`config.mk`:
```
export PLATFORM = sky130hd
export DESIGN_NAME = dot_product_result_quant
export DESIGN_NICKNAME = d
export VERILOG_FILES = /design/src/rtl/dot_product_pkg.sv /design/src/rtl/dot_product_result_fifo.sv /design/src/rtl/dot_product_result_quant.sv
export SDC_FILE = /design/constraint.sdc
export NUM_CORES = 1
export LEC_CHECK = 0
export BUFFER_PORTS_ARGS = -buffer_cell sky130_fd_sc_hd__buf_2
export CAP_MARGIN = 20
export CORE_MARGIN = 5
export CORE_UTILIZATION = 41
export CTS_CLUSTER_SIZE = 12
export DETAILED_ROUTE_END_ITERATION = 6
export SLEW_MARGIN = 10
export SYNTH_ARGS = -nofsm -noshare
export SYNTH_HDL_FRONTEND = slang
export SYNTH_SLANG_ARGS = --single-unit
```
`constraint.sdc`:
```
create_clock -name i_clk -period 6 [get_ports i_clk]
set_input_delay 0.3 -clock i_clk [delete_from_list [all_inputs] [get_ports i_clk]]
set_output_delay 0.3 -clock i_clk [all_outputs]
set_load 0.01 [all_outputs]
```
`src/rtl/dot_product_pkg.sv`:
```
// Shared types and constants for the MLP dot-product reference designs.
package dot_product_pkg;

  localparam int MLP_INT_W = 8;
  localparam int MLP_PAR   = 4;
  localparam int SUM_W     = 48;
  localparam int RESULT_W  = 16;

  typedef struct packed {
    logic                last;
    logic                sat;
    logic [RESULT_W-1:0] data;
  } dp_result_t;

  // Shifting by the full sum width or more would discard the sign, so cap at sum_w-1.
  function automatic logic [5:0] clamp_shift(input logic [5:0] shift, input int unsigned sum_w);
    int unsigned sh;
    sh = {26'd0, shift};
    if (sh > sum_w - 1) return 6'(sum_w - 1);
    return shift;
  endfunction

endpackage

```
`src/rtl/dot_product_result_fifo.sv`:
```
// Synchronous first-word-fall-through FIFO of dp_result_t; the head stays visible while not empty.
module dot_product_result_fifo
  import dot_product_pkg::*;
#(
  parameter int DEPTH = 8
) (
  input  logic       i_clk,
  input  logic       i_reset,
  input  logic       i_push,
  input  dp_result_t i_wdata,
  input  logic       i_pop,
  output dp_result_t o_rdata,
  output logic       o_full,
  output logic       o_empty
);

  localparam int AW = $clog2(DEPTH);

  dp_result_t mem_q [DEPTH];
  dp_result_t hold_q;
  logic [AW:0] wr_ptr_q, rd_ptr_q;
  logic        wr_en, rd_en;

  assign o_empty = (wr_ptr_q == rd_ptr_q);
  assign o_full  = (wr_ptr_q[AW] != rd_ptr_q[AW]) && (wr_ptr_q[AW-1:0] == rd_ptr_q[AW-1:0]);
  assign rd_en   = i_pop && !o_empty;
  // When full, a write is still legal if the head slot is freed in the same cycle.
  assign wr_en   = i_push && (!o_full || rd_en);

  always_ff @(posedge i_clk) begin
    if (wr_en) mem_q[wr_ptr_q[AW-1:0]] <= i_wdata;
  end

  always_ff @(posedge i_clk) begin
    if (i_reset) begin
      wr_ptr_q <= '0;
      rd_ptr_q <= '0;
      hold_q   <= '0;
    end else begin
      if (wr_en) wr_ptr_q <= wr_ptr_q + 1'b1;
      if (rd_en) begin
        rd_ptr_q <= rd_ptr_q + 1'b1;
        hold_q   <= mem_q[rd_ptr_q[AW-1:0]];
      end
    end
  end

  // An empty FIFO keeps showing the last popped entry rather than a stale slot.
  assign o_rdata = o_empty ? hold_q : mem_q[rd_ptr_q[AW-1:0]];

endmodule

```
`src/rtl/dot_product_result_quant.sv`:
```
// Rounds, shifts and saturates finished dot-product sums, then streams them with batch framing.
module dot_product_result_quant
  import dot_product_pkg::*;
#(
  parameter int S     = SUM_W,
  parameter int OUT_W = RESULT_W,
  parameter int DEPTH = 8,
  parameter int BATCH = 4
) (
  input  logic             i_clk,
  input  logic             i_reset,
  input  logic [S-1:0]     i_sum,
  input  logic             i_valid,
  input  logic [5:0]       i_shift,
  input  logic             i_clear_status,
  output logic [OUT_W-1:0] o_tdata,
  output logic             o_tuser,
  output logic             o_tlast,
  output logic             o_tvalid,
  input  logic             i_tready,
  output logic             o_overflow,
  output logic [15:0]      o_drop_count
);

  localparam int BW = (BATCH > 1) ? $clog2(BATCH) : 1;
  localparam logic signed [S:0] MAX_Q = {{(S-OUT_W+2){1'b0}}, {(OUT_W-1){1'b1}}};
  localparam logic signed [S:0] MIN_Q = {{(S-OUT_W+2){1'b1}}, {(OUT_W-1){1'b0}}};

  logic             s1_valid_q, s2_valid_q;
  logic [S-1:0]     s1_sum_q;
  logic [5:0]       s1_shift_q;
  dp_result_t       s2_res_q, res_d, wr_data, head;
  logic signed [S:0] sum_ext, rnd, rounded, quot;
  logic [BW-1:0]    batch_q;
  logic             fifo_full, fifo_empty, pop, wr_ok, drop;
  logic             overflow_q;
  logic [15:0]      drop_cnt_q;

  // Quantization runs one bit wider than the sum so the rounding add cannot wrap.
  always_comb begin
    sum_ext = {s1_sum_q[S-1], s1_sum_q};
    rnd     = '0;
    if (s1_shift_q != 6'd0) rnd = (S+1)'(1) << (s1_shift_q - 6'd1);
    rounded = sum_ext + rnd;
    quot    = rounded >>> s1_shift_q;
    res_d   = '0;
    if (quot > MAX_Q) begin
      res_d.data = MAX_Q[RESULT_W-1:0];
      res_d.sat  = 1'b1;
    end else if (quot < MIN_Q) begin
      res_d.data = MIN_Q[RESULT_W-1:0];
      res_d.sat  = 1'b1;
    end else begin
      res_d.data = quot[RESULT_W-1:0];
    end
  end

  always_ff @(posedge i_clk) begin
    if (i_reset) begin
      s1_valid_q <= 1'b0;
      s1_sum_q   <= '0;
      s1_shift_q <= '0;
      s2_valid_q <= 1'b0;
      s2_res_q   <= '0;
    end else begin
      s1_valid_q <= i_valid;
      s2_valid_q <= s1_valid_q;
      if (i_valid) begin
        s1_sum_q   <= i_sum;
        s1_shift_q <= clamp_shift(i_shift, S);
      end
      if (s1_valid_q) s2_res_q <= res_d;
    end
  end

  assign pop   = o_tvalid && i_tready;
  assign wr_ok = s2_valid_q && (!fifo_full || pop);
  assign drop  = s2_valid_q && fifo_full && !pop;

  always_comb begin
    wr_data      = s2_res_q;
    wr_data.last = (batch_q == BW'(BATCH - 1));
  end

  always_ff @(posedge i_clk) begin
    if (i_reset) begin
      batch_q    <= '0;
      overflow_q <= 1'b0;
      drop_cnt_q <= '0;
    end else begin
      if (wr_ok) batch_q <= wr_data.last ? '0 : batch_q + 1'b1;
      // A drop in the same cycle as a clear must still be reported.
      if (drop) begin
        overflow_q <= 1'b1;
        if (i_clear_status)            drop_cnt_q <= 16'd1;
        else if (drop_cnt_q != 16'hFFFF) drop_cnt_q <= drop_cnt_q + 16'd1;
      end else if (i_clear_status) begin
        overflow_q <= 1'b0;
        drop_cnt_q <= '0;
      end
    end
  end

  dot_product_result_fifo #(.DEPTH(DEPTH)) u_fifo (
    .i_clk   (i_clk),
    .i_reset (i_reset),
    .i_push  (wr_ok),
    .i_wdata (wr_data),
    .i_pop   (pop),
    .o_rdata (head),
    .o_full  (fifo_full),
    .o_empty (fifo_empty)
  );

  assign o_tvalid     = !fifo_empty;
  assign o_tdata      = head.data[OUT_W-1:0];
  assign o_tuser      = head.sat;
  assign o_tlast      = head.last;
  assign o_overflow   = overflow_q;
  assign o_drop_count = drop_cnt_q;

endmodule
```
==> summary.txt, run 1 <==
Placement
  • Dpl hpwl: between 50000 and 60000 um
  • Port bufs: 94
  • RD Place Congestion: between 0.9 and 1

Setup path
  • R2r startpoint: s1_shift_q[2]
  • Reg2reg setup slack: between 0.2 and 0.3 ns
  • Worst-path fanout max: 16
  • WS Path Type: reg2reg
  • Path depth of the worst reg2reg path: 19
  • Crit path required time: approximately 6.5 ns
  • Data arrival, critical path: roughly 6.3 ns
  • Crit start category: flip-flop
  • CP endpoint kind: flip-flop
  • RR Endpoint: s2_res_q[4]

STA
  • Worst-margin pin slew: between 1 and 1.5 ns
  • Worst slew margin: approximately 33%
  • Skew final: between 0.015 and 0.02 ns
  • Setup Viol. Count Final: 0
  • Max-slew violations: 0
  • Fin. Hold Viols: 0
  • Fmax: 174 MHz
  • Tcrit/Tclk final: a little over nine tenths
  • Post-route minimum period: 5.73 ns
  • Setup TNS: 0 ns

Floorplanning
  • Die Ht: 222 um
  • Die area: about 49000 um2
  • CORE AREA: around 44000 um2
  • Boundary pin count: 95
  • Num rows: 77
  • Die width: 222 um
  • Initial Util: about 42%

Routing
  • Per-cell routed wire length: between 20 and 25 um
  • 1st-iter DRT viols: 2084
  • Drt pass-1 iters: 6
  • Final wirelength: between 60000 and 70000 um
  • Antenna viol nets, final: 0
  • Drt via density: 6.15
  • DR vias: roughly 18000
  • DRC: 0

Logic synthesis
  • Post-Syn Area: 18500 um2
  • Post-synth EDFFs: 144
  • Synth async-reset ratio: 0%
  • Syn Inst Count: 2035
  • Seq/Total Area, Yosys: a little over a third
  • Top FF cell, synth: edfxtp_1
  • Count of cell types in the netlist: around 100
  • FF+latch count, synth: 265
  • Yosys warnings: 0
  • Synth Net Count: approximately 2100
  • Post-Syn Area per Cell: about 9 um2

Power
  • Power per Cell Area: 226 nW/um2
  • Worst IR Drop VDD: 0.220 mV
  • Leak: about 8.5 nW
  • Pwr Total: a little over 5 mW

Finish
  • N_diodes: 0
  • Layout area overhead: 21.2%
  • Filler cells: approximately 4200
  • Proportion of layout cells with a drive suffix above 1: 23.0%
  • Layout net count: around 2400

Clock network
  • Latest clock arrival within the worst-skew pair: approximately 0.58 ns
  • Clk root buf: clkbuf_16
  • Num CTS Buffers: 29
  • CTS max path bufs: 3
  • H-Tree Depth: 1
  • CTS clk-pin slew, worst paths: about 0.060 ns
  • TritonCTS clock tree: yes
  • Clock Sinks: about 270

Run status
  • Outcome: finished clean

Worst hold path
  • Hold depth: 3
  • Worst hold endpoint: o_overflow
  • Min-delay src: i_clear_status
  • Class of the worst hold path: in2reg

Global route
  • Antenna violations before repair: 0
  • Number of global-route vias before repair: approximately 17000
  • Global-route wire length before repair: between 100000 and 150000 um
  • GRT Residual Overflow: 0
  • Largest net degree at the start of global routing: between 60 and 70
  • Tot GR Track Use: a little over a quarter

Job
  • Maxcap violations: 0
layer usage:
layer / routed length (um) / vias to the layer above / share of wire, % / GRT usage [%]
li1: - / 8261 / - / -
met1: 29300 / 8574 / 43 / 36.3
met2: 30900 / 747 / 45 / 42.7
met3: 5610 / 130 / 8.2 / 4.61
met4: 2180 / 0 / 3.2 / 7.20
met5: 0 / - / 0 / 0
power breakdown:
group	internal (mW)	total (mW)	switching, mW
Combinational	0.492	1.22	0.726
Sequential	1.99	2.05	0.0657
Clock	1.04	1.78	0.739
synth_stat cells (27+ instances only):
master	instances	area, um2
a21oi_1	156	781
dfxtp_1	121	2420
nor2_1	314	1180
buf_2	29	145
edfxtp_1	144	4320
ha_1	52	651
mux2i_1	109	1090
nand4_1	49	307
o211ai_1	27	203
nand2_1	169	634
mux4_2	46	1040
clkbuf_1	81	304
nor3_1	39	195
a211oi_1	60	450
nand3_1	48	240
o21ai_0	82	410
cell type report:
class,instances,area (um2),share of cell area [%]
multi-input cells,1607,11400,51.0
flip-flops and latches,265,6760,30.2
repair buffers,336,2440,10.9
clock buffers,43,788,3.52
well taps,592,741,3.31
clock inverters,11,153,0.682
inverters,24,90.1,0.403
cell usage in the layout, fill, tap and decap left out, types with 26 or more instances in the layout:
| master | instances |
|---|---|
| a211oi_1 | 58 |
| a21oi_1 | 134 |
| a221o_1 | 26 |
| buf_2 | 92 |
| buf_4 | 192 |
| clkbuf_16 | 29 |
| dfxtp_1 | 114 |
| dlygate4sd3_1 | 48 |
| edfxtp_1 | 144 |
| ha_1 | 44 |
| mux2i_1 | 108 |
| mux4_2 | 46 |
| nand2_1 | 163 |
| nand3_1 | 48 |
| nand4_1 | 49 |
| nor2_1 | 304 |
| nor3_1 | 32 |
| o211ai_1 | 27 |
| o21ai_0 | 73 |
| xor2_1 | 26 |
worst max path at each step:
stage,start,endpoint,slack [ns],depth (start not counted)
after global placement,s1_shift_q[2],s2_res_q[13],-0.04,21
after CTS,s1_shift_q[3],s2_res_q[4],0.02,22
final,s1_shift_q[2],s2_res_q[4],0.27,19
after floorplan,s1_shift_q[4],s2_res_q[6],0.23,26
after detailed placement,s1_shift_q[2],s2_res_q[4],0.01,22
after global routing,s1_shift_q[3],s2_res_q[0],-0.006,22
state kept, by name (all words and copies together), names as in the netlist, 2 cells and up, named ones only:
| register | flops |
|---|---|
| u_fifo.mem_q | 144 |
| s1_sum_q | 48 |
| u_fifo.hold_q | 18 |
| s2_res_q | 17 |
| o_drop_count | 16 |
| s1_shift_q | 6 |
| u_fifo.rd_ptr_q | 4 |
| u_fifo.wr_ptr_q | 4 |
| batch_q | 2 |
repair_timing:
action                                  in CTS  in global routing
pin swaps                                    0                 18
hold buffers                                48                  0
setup buffers                                0                  6
endpoints found under the setup margin      15                 16
hold endpoints to repair                    48                  0
resized for setup                            3                 97
stage by stage:
| stage | cells | setup WS (ns) | hold slack (ns) | instance area (um2) | util, % |
|---|---|---|---|---|---|
| 2_1_floorplan | 2035 | 0.226 | 0.447 | 18500 | - |
| 3_3_place_gp | 2770 | -0.0400 | 0.461 | 20600 | 46.4 |
| 3_5_place_dp | 2770 | 0.00957 | 0.464 | 20600 | 46.4 |
| 4_1_cts | 2872 | 0.0244 | 0.0364 | 22000 | 49.6 |
| 5_1_grt | 2878 | -0.00564 | 0.0803 | 22400 | 50.4 |
| 6_report | 2878 | 0.269 | 0.0587 | 22400 | 50.4 |
worst max-delay path, cell delays in order (launching register included):
cell and delay (ns):
dfxtp_4 0.38, or2_2 0.33, nor2_2 0.15, nand2_1 0.13, fa_1 0.44, nand2b_1 0.21
a21o_1 0.24, a2111oi_4 0.45, o21a_2 0.26, nor2_2 0.12, xnor2_2 0.28, nor2_1 0.06
or4_1 0.66, mux2i_1 0.23, a2bb2oi_1 0.40, and3b_1 0.26, o211a_1 0.21, a41o_1 0.23
a31oi_4 0.44, a221o_1 0.19
cell families (layout without fill, tap and decap cells):
logic type,count (synthesis),after routing,synth area share (%)
AND/OR/NAND/NOR,738,738,18.5
AO/OA/AOI/OAI,595,595,22.8
flip-flops,265,265,36.5
multiplexers,171,171,12.5
buffers and inverters,163,414,3.58
adder cells (fa/ha/maj),53,53,3.63
XOR/XNOR,50,50,2.41
(Power assumes the default switching activity.)
==> inputs of run 2 (changes only) <==
--- a/config.mk
+++ b/config.mk
@@ -5,6 +5,7 @@
 export SDC_FILE = /design/constraint.sdc
 export NUM_CORES = 1
 export LEC_CHECK = 0
+export ABC_AREA = 1
 export BUFFER_PORTS_ARGS = -buffer_cell sky130_fd_sc_hd__buf_2
 export CAP_MARGIN = 20
 export CORE_MARGIN = 5
==> run 2 against run 1 <==
Compared with the run above: synthesized cell count increased by 44%; worst setup slack gained 0.28 ns; global-route usage is 1.2 points lower; largest power group unchanged.
==> summary.txt, run 2 <==
Finish
  • Proportion of layout cells with a drive suffix above 1: 9.73% (-13 points)
  • Layout net count: 3129 (+32%)
  • Most common cell after layout, fill and taps aside: nand2_1
  • N_diodes: 0 (unchanged)
  • Max reg flops: 144 (unchanged)
  • Layout area overhead: 13.0%
  • Final instance area: 21500 um2 (-4.1%)
  • Commonest non-fill, non-tap cells in the layout: 881 x nand2_1, 404 x nor2_1, 367 x nand3_1, 293 x inv_1, 186 x o21ai_0

Run status
  • Outcome: finished clean

Floorplanning
  • Initial Util: 41.7% (+0.070 points)
  • Die width: 225 um (+1.3%)
  • Die area: 50700 um2 (+2.7%)
  • CORE AREA: 45600 um2 (+2.6%)
  • Num rows: 78 (+1.3%)
  • Boundary pin count: 95 (unchanged)
  • Die Ht: 225 um (+1.3%)

Logic synthesis
  • Top FF cell, synth: edfxtp_1
  • Post-Syn Area per Cell: 6.46 um2 (-29%)
  • Yosys warnings: 0 (unchanged)
  • FF+latch count, synth: 265 (unchanged)
  • Seq/Total Area, Yosys: 35.5% (-0.99 points)
  • Synth async-reset ratio: 0% (unchanged)
  • Largest cells by area after synthesis: edfxtp_1 23%, nand2_1 17%, dfxtp_1 13%, nand3_1 9.7%, nor2_1 8.1%
  • Most common cell in the netlist: nand2_1
  • Most common library cells after synthesis: 881 x nand2_1, 412 x nor2_1, 367 x nand3_1, 295 x inv_1, 186 x o21ai_0
  • Post-synth EDFFs: 144 (unchanged)
  • Post-Syn Area: 19000 um2 (+2.8%)
  • Area fraction of the dominant cell type after synthesis: 22.8% (-0.64 points)
  • Count of cell types in the netlist: 58 (-44%)
  • Syn Inst Count: 2937 (+44%)
  • Post-synth top area cell: edfxtp_1
  • Synth Net Count: 3049 (+42%)

Clock network
  • Clk root buf: clkbuf_16
  • CTS max path bufs: 3 (unchanged)
  • Latest clock arrival within the worst-skew pair: 0.59 ns (about the same)
  • TritonCTS clock tree: yes
  • H-Tree Depth: 1 (unchanged)
  • CTS clk-pin slew, worst paths: 0.06 ns (about the same)
  • Setup repair bufs after CTS: 0 (unchanged)
  • Clock Sinks: 265 (unchanged)
  • Num CTS Buffers: 30 (+3.4%)

STA
  • Worst slew margin: 43.4% (+10 points)
  • Setup TNS: 0 ns (unchanged)
  • Skew final: 0.00763 ns (-0.0101 ns)
  • Post-route minimum period: 5.45 ns (-0.278 ns)
  • Fmax: 183 MHz (+5.1%)
  • Worst-margin pin slew: 0.846 ns (-0.157 ns)
  • Setup Viol. Count Final: 0 (unchanged)
  • Max-slew violations: 0 (unchanged)
  • Tcrit/Tclk final: 90.9% (-4.6 points)
  • Fin. Hold Viols: 0 (unchanged)
  • RSZ-0062 raised after global routing: no

Setup path
  • WS Path Type: reg2reg
  • Path depth of the worst reg2reg path: 39 (+20)
  • Crit path required time: 6.53 ns (about the same)
  • Max incr delay on CP: 0.38 ns (-0.28 ns)
  • WP depth: 39 (+20)
  • Data arrival, critical path: 5.98 ns (-0.27 ns)
  • Worst-path fanout max: 18 (+2)
  • CP max-delay cell: ha_1
  • Cell mode on critical path: nand2_1
  • Top delay family on crit path: simple AND/OR/NAND/NOR gates
  • Buf+Inv Stages, Crit Path: 5 (+5)
  • Crit start category: flip-flop
  • CP endpoint kind: flip-flop

Global route
  • Largest net degree at the start of global routing: 79 (+30%)
  • Global-route wire length before repair: 102000 um (-1.7%)
  • Tot GR Track Use: 25.1% (-1.2 points)
  • GRT Residual Overflow: 0 (unchanged)
  • Antenna violations before repair: 1 (+1)
  • Number of global-route vias before repair: 18100 (+6.4%)

Routing
  • Per-cell routed wire length: 17.8 um (-25%)
  • Antenna viol nets, final: 0 (unchanged)
  • 1st-iter DRT viols: 1854 (-11%)
  • DRC: 0 (unchanged)
  • Drt via density: 5.33 (-13%)
  • DR vias: 19400 (+9.5%)
  • Drt pass-1 iters: 6 (unchanged)
  • Final wirelength: 64600 um (-4.9%)

Placement
  • DP Area: 19900 um2 (-3.2%)
  • Dpl hpwl: 49300 um (-4.5%)
  • RD Place Congestion: 1.05 (+6.5%)
  • Port bufs: 94 (unchanged)

Worst hold path
  • Hold depth: 4 (+1)
  • Class of the worst hold path: in2reg

Power
  • Worst IR Drop VDD: 0.207 mV (-6.2%)
  • Pwr Total: 5.15 mW (+1.9%)
  • Power per Cell Area: 240 nW/um2 (+6.3%)
  • Leak: 10.1 nW (+18%)

Job
  • Maxcap violations: 0 (unchanged)
## run 2: through the flow
step / util (%) / hold slack [ns] / setup slack (ns) / std cells
6_report: 47.1 / 0.0520 / 0.547 / 3641
5_1_grt: 47.1 / 0.0467 / 0.0486 / 3641
4_1_cts: 46.9 / 0.0293 / 0.516 / 3639
3_5_place_dp: 43.7 / 0.444 / 0.552 / 3534
3_3_place_gp: 43.7 / 0.436 / 0.493 / 3534
2_1_floorplan: - / 0.425 / 1.41 / 2937
## run 2: path summary, 6_finish.rpt
| kind | start | to | slack, ns |
|---|---|---|---|
| max | s1_shift_q[3] | s2_res_q[9] | 0.55 |
| min | i_shift[5] | s1_shift_q[4] | 0.05 |
| max reg2reg | s1_shift_q[3] | s2_res_q[9] | 0.55 |
| min reg2reg | u_fifo.hold_q[13] | u_fifo.hold_q[13] | 0.45 |
## run 2: area by class of cell
cell class	instances	area [um2]
timing repair buffer	175	1220
tap	600	751
fill	4701	24100
inverter	322	1220
sequential	265	6750
clock buffer	42	816
clock inverter	14	153
multi-input combinational	2223	10500
## run 2: worst register-to-register path: cells and delay by family, from the launching register on
kind	cells	cell delay [ns]
AND/OR/NAND/NOR	32	3.71
buffers and inverters	5	0.69
adder cells (fa/ha/maj)	1	0.38
flip-flops	1	0.32
AO/OA/AOI/OAI	1	0.30
## run 2: what timing repair did
item                       4_1_cts  5_1_grt
hold buffers                    49        0
setup endpoints to repair        0       16
hold endpoints to repair        49        0
gates resized for setup          0        8
## run 2: cell families (layout without fill, tap and decap cells)
logic type | count (synthesis) | in the layout | share of synthesized area, %
fa+ha+maj | 53 | 53 | 3.53
buf+inv | 449 | 553 | 9.19
flops | 265 | 265 | 35.5
compound gates | 347 | 347 | 10.1
mux | 4 | 4 | 0.211
xor+xnor | 21 | 21 | 0.969
simple gates | 1798 | 1798 | 40.5
## run 2: per-layer routing
layer / track usage, % / routed length [um] / vias up
met4: 5.99 / 1670 / 0
li1: - / - / 9702
met1: 36.4 / 30100 / 9012
met5: 0 / 0 / -
met2: 39.4 / 28300 / 582
met3: 3.97 / 4520 / 97
## run 2: power breakdown
| part | total [mW] | switching [mW] | internal (mW) | leakage [nW] |
|---|---|---|---|---|
| Combinational | 1.30 | 0.883 | 0.413 | 7.30 |
| Sequential | 2.06 | 0.0663 | 1.99 | 2.31 |
| Clock | 1.80 | 0.757 | 1.04 | 0.476 |
| Total | 5.15 | 1.71 | 3.44 | 10.1 |
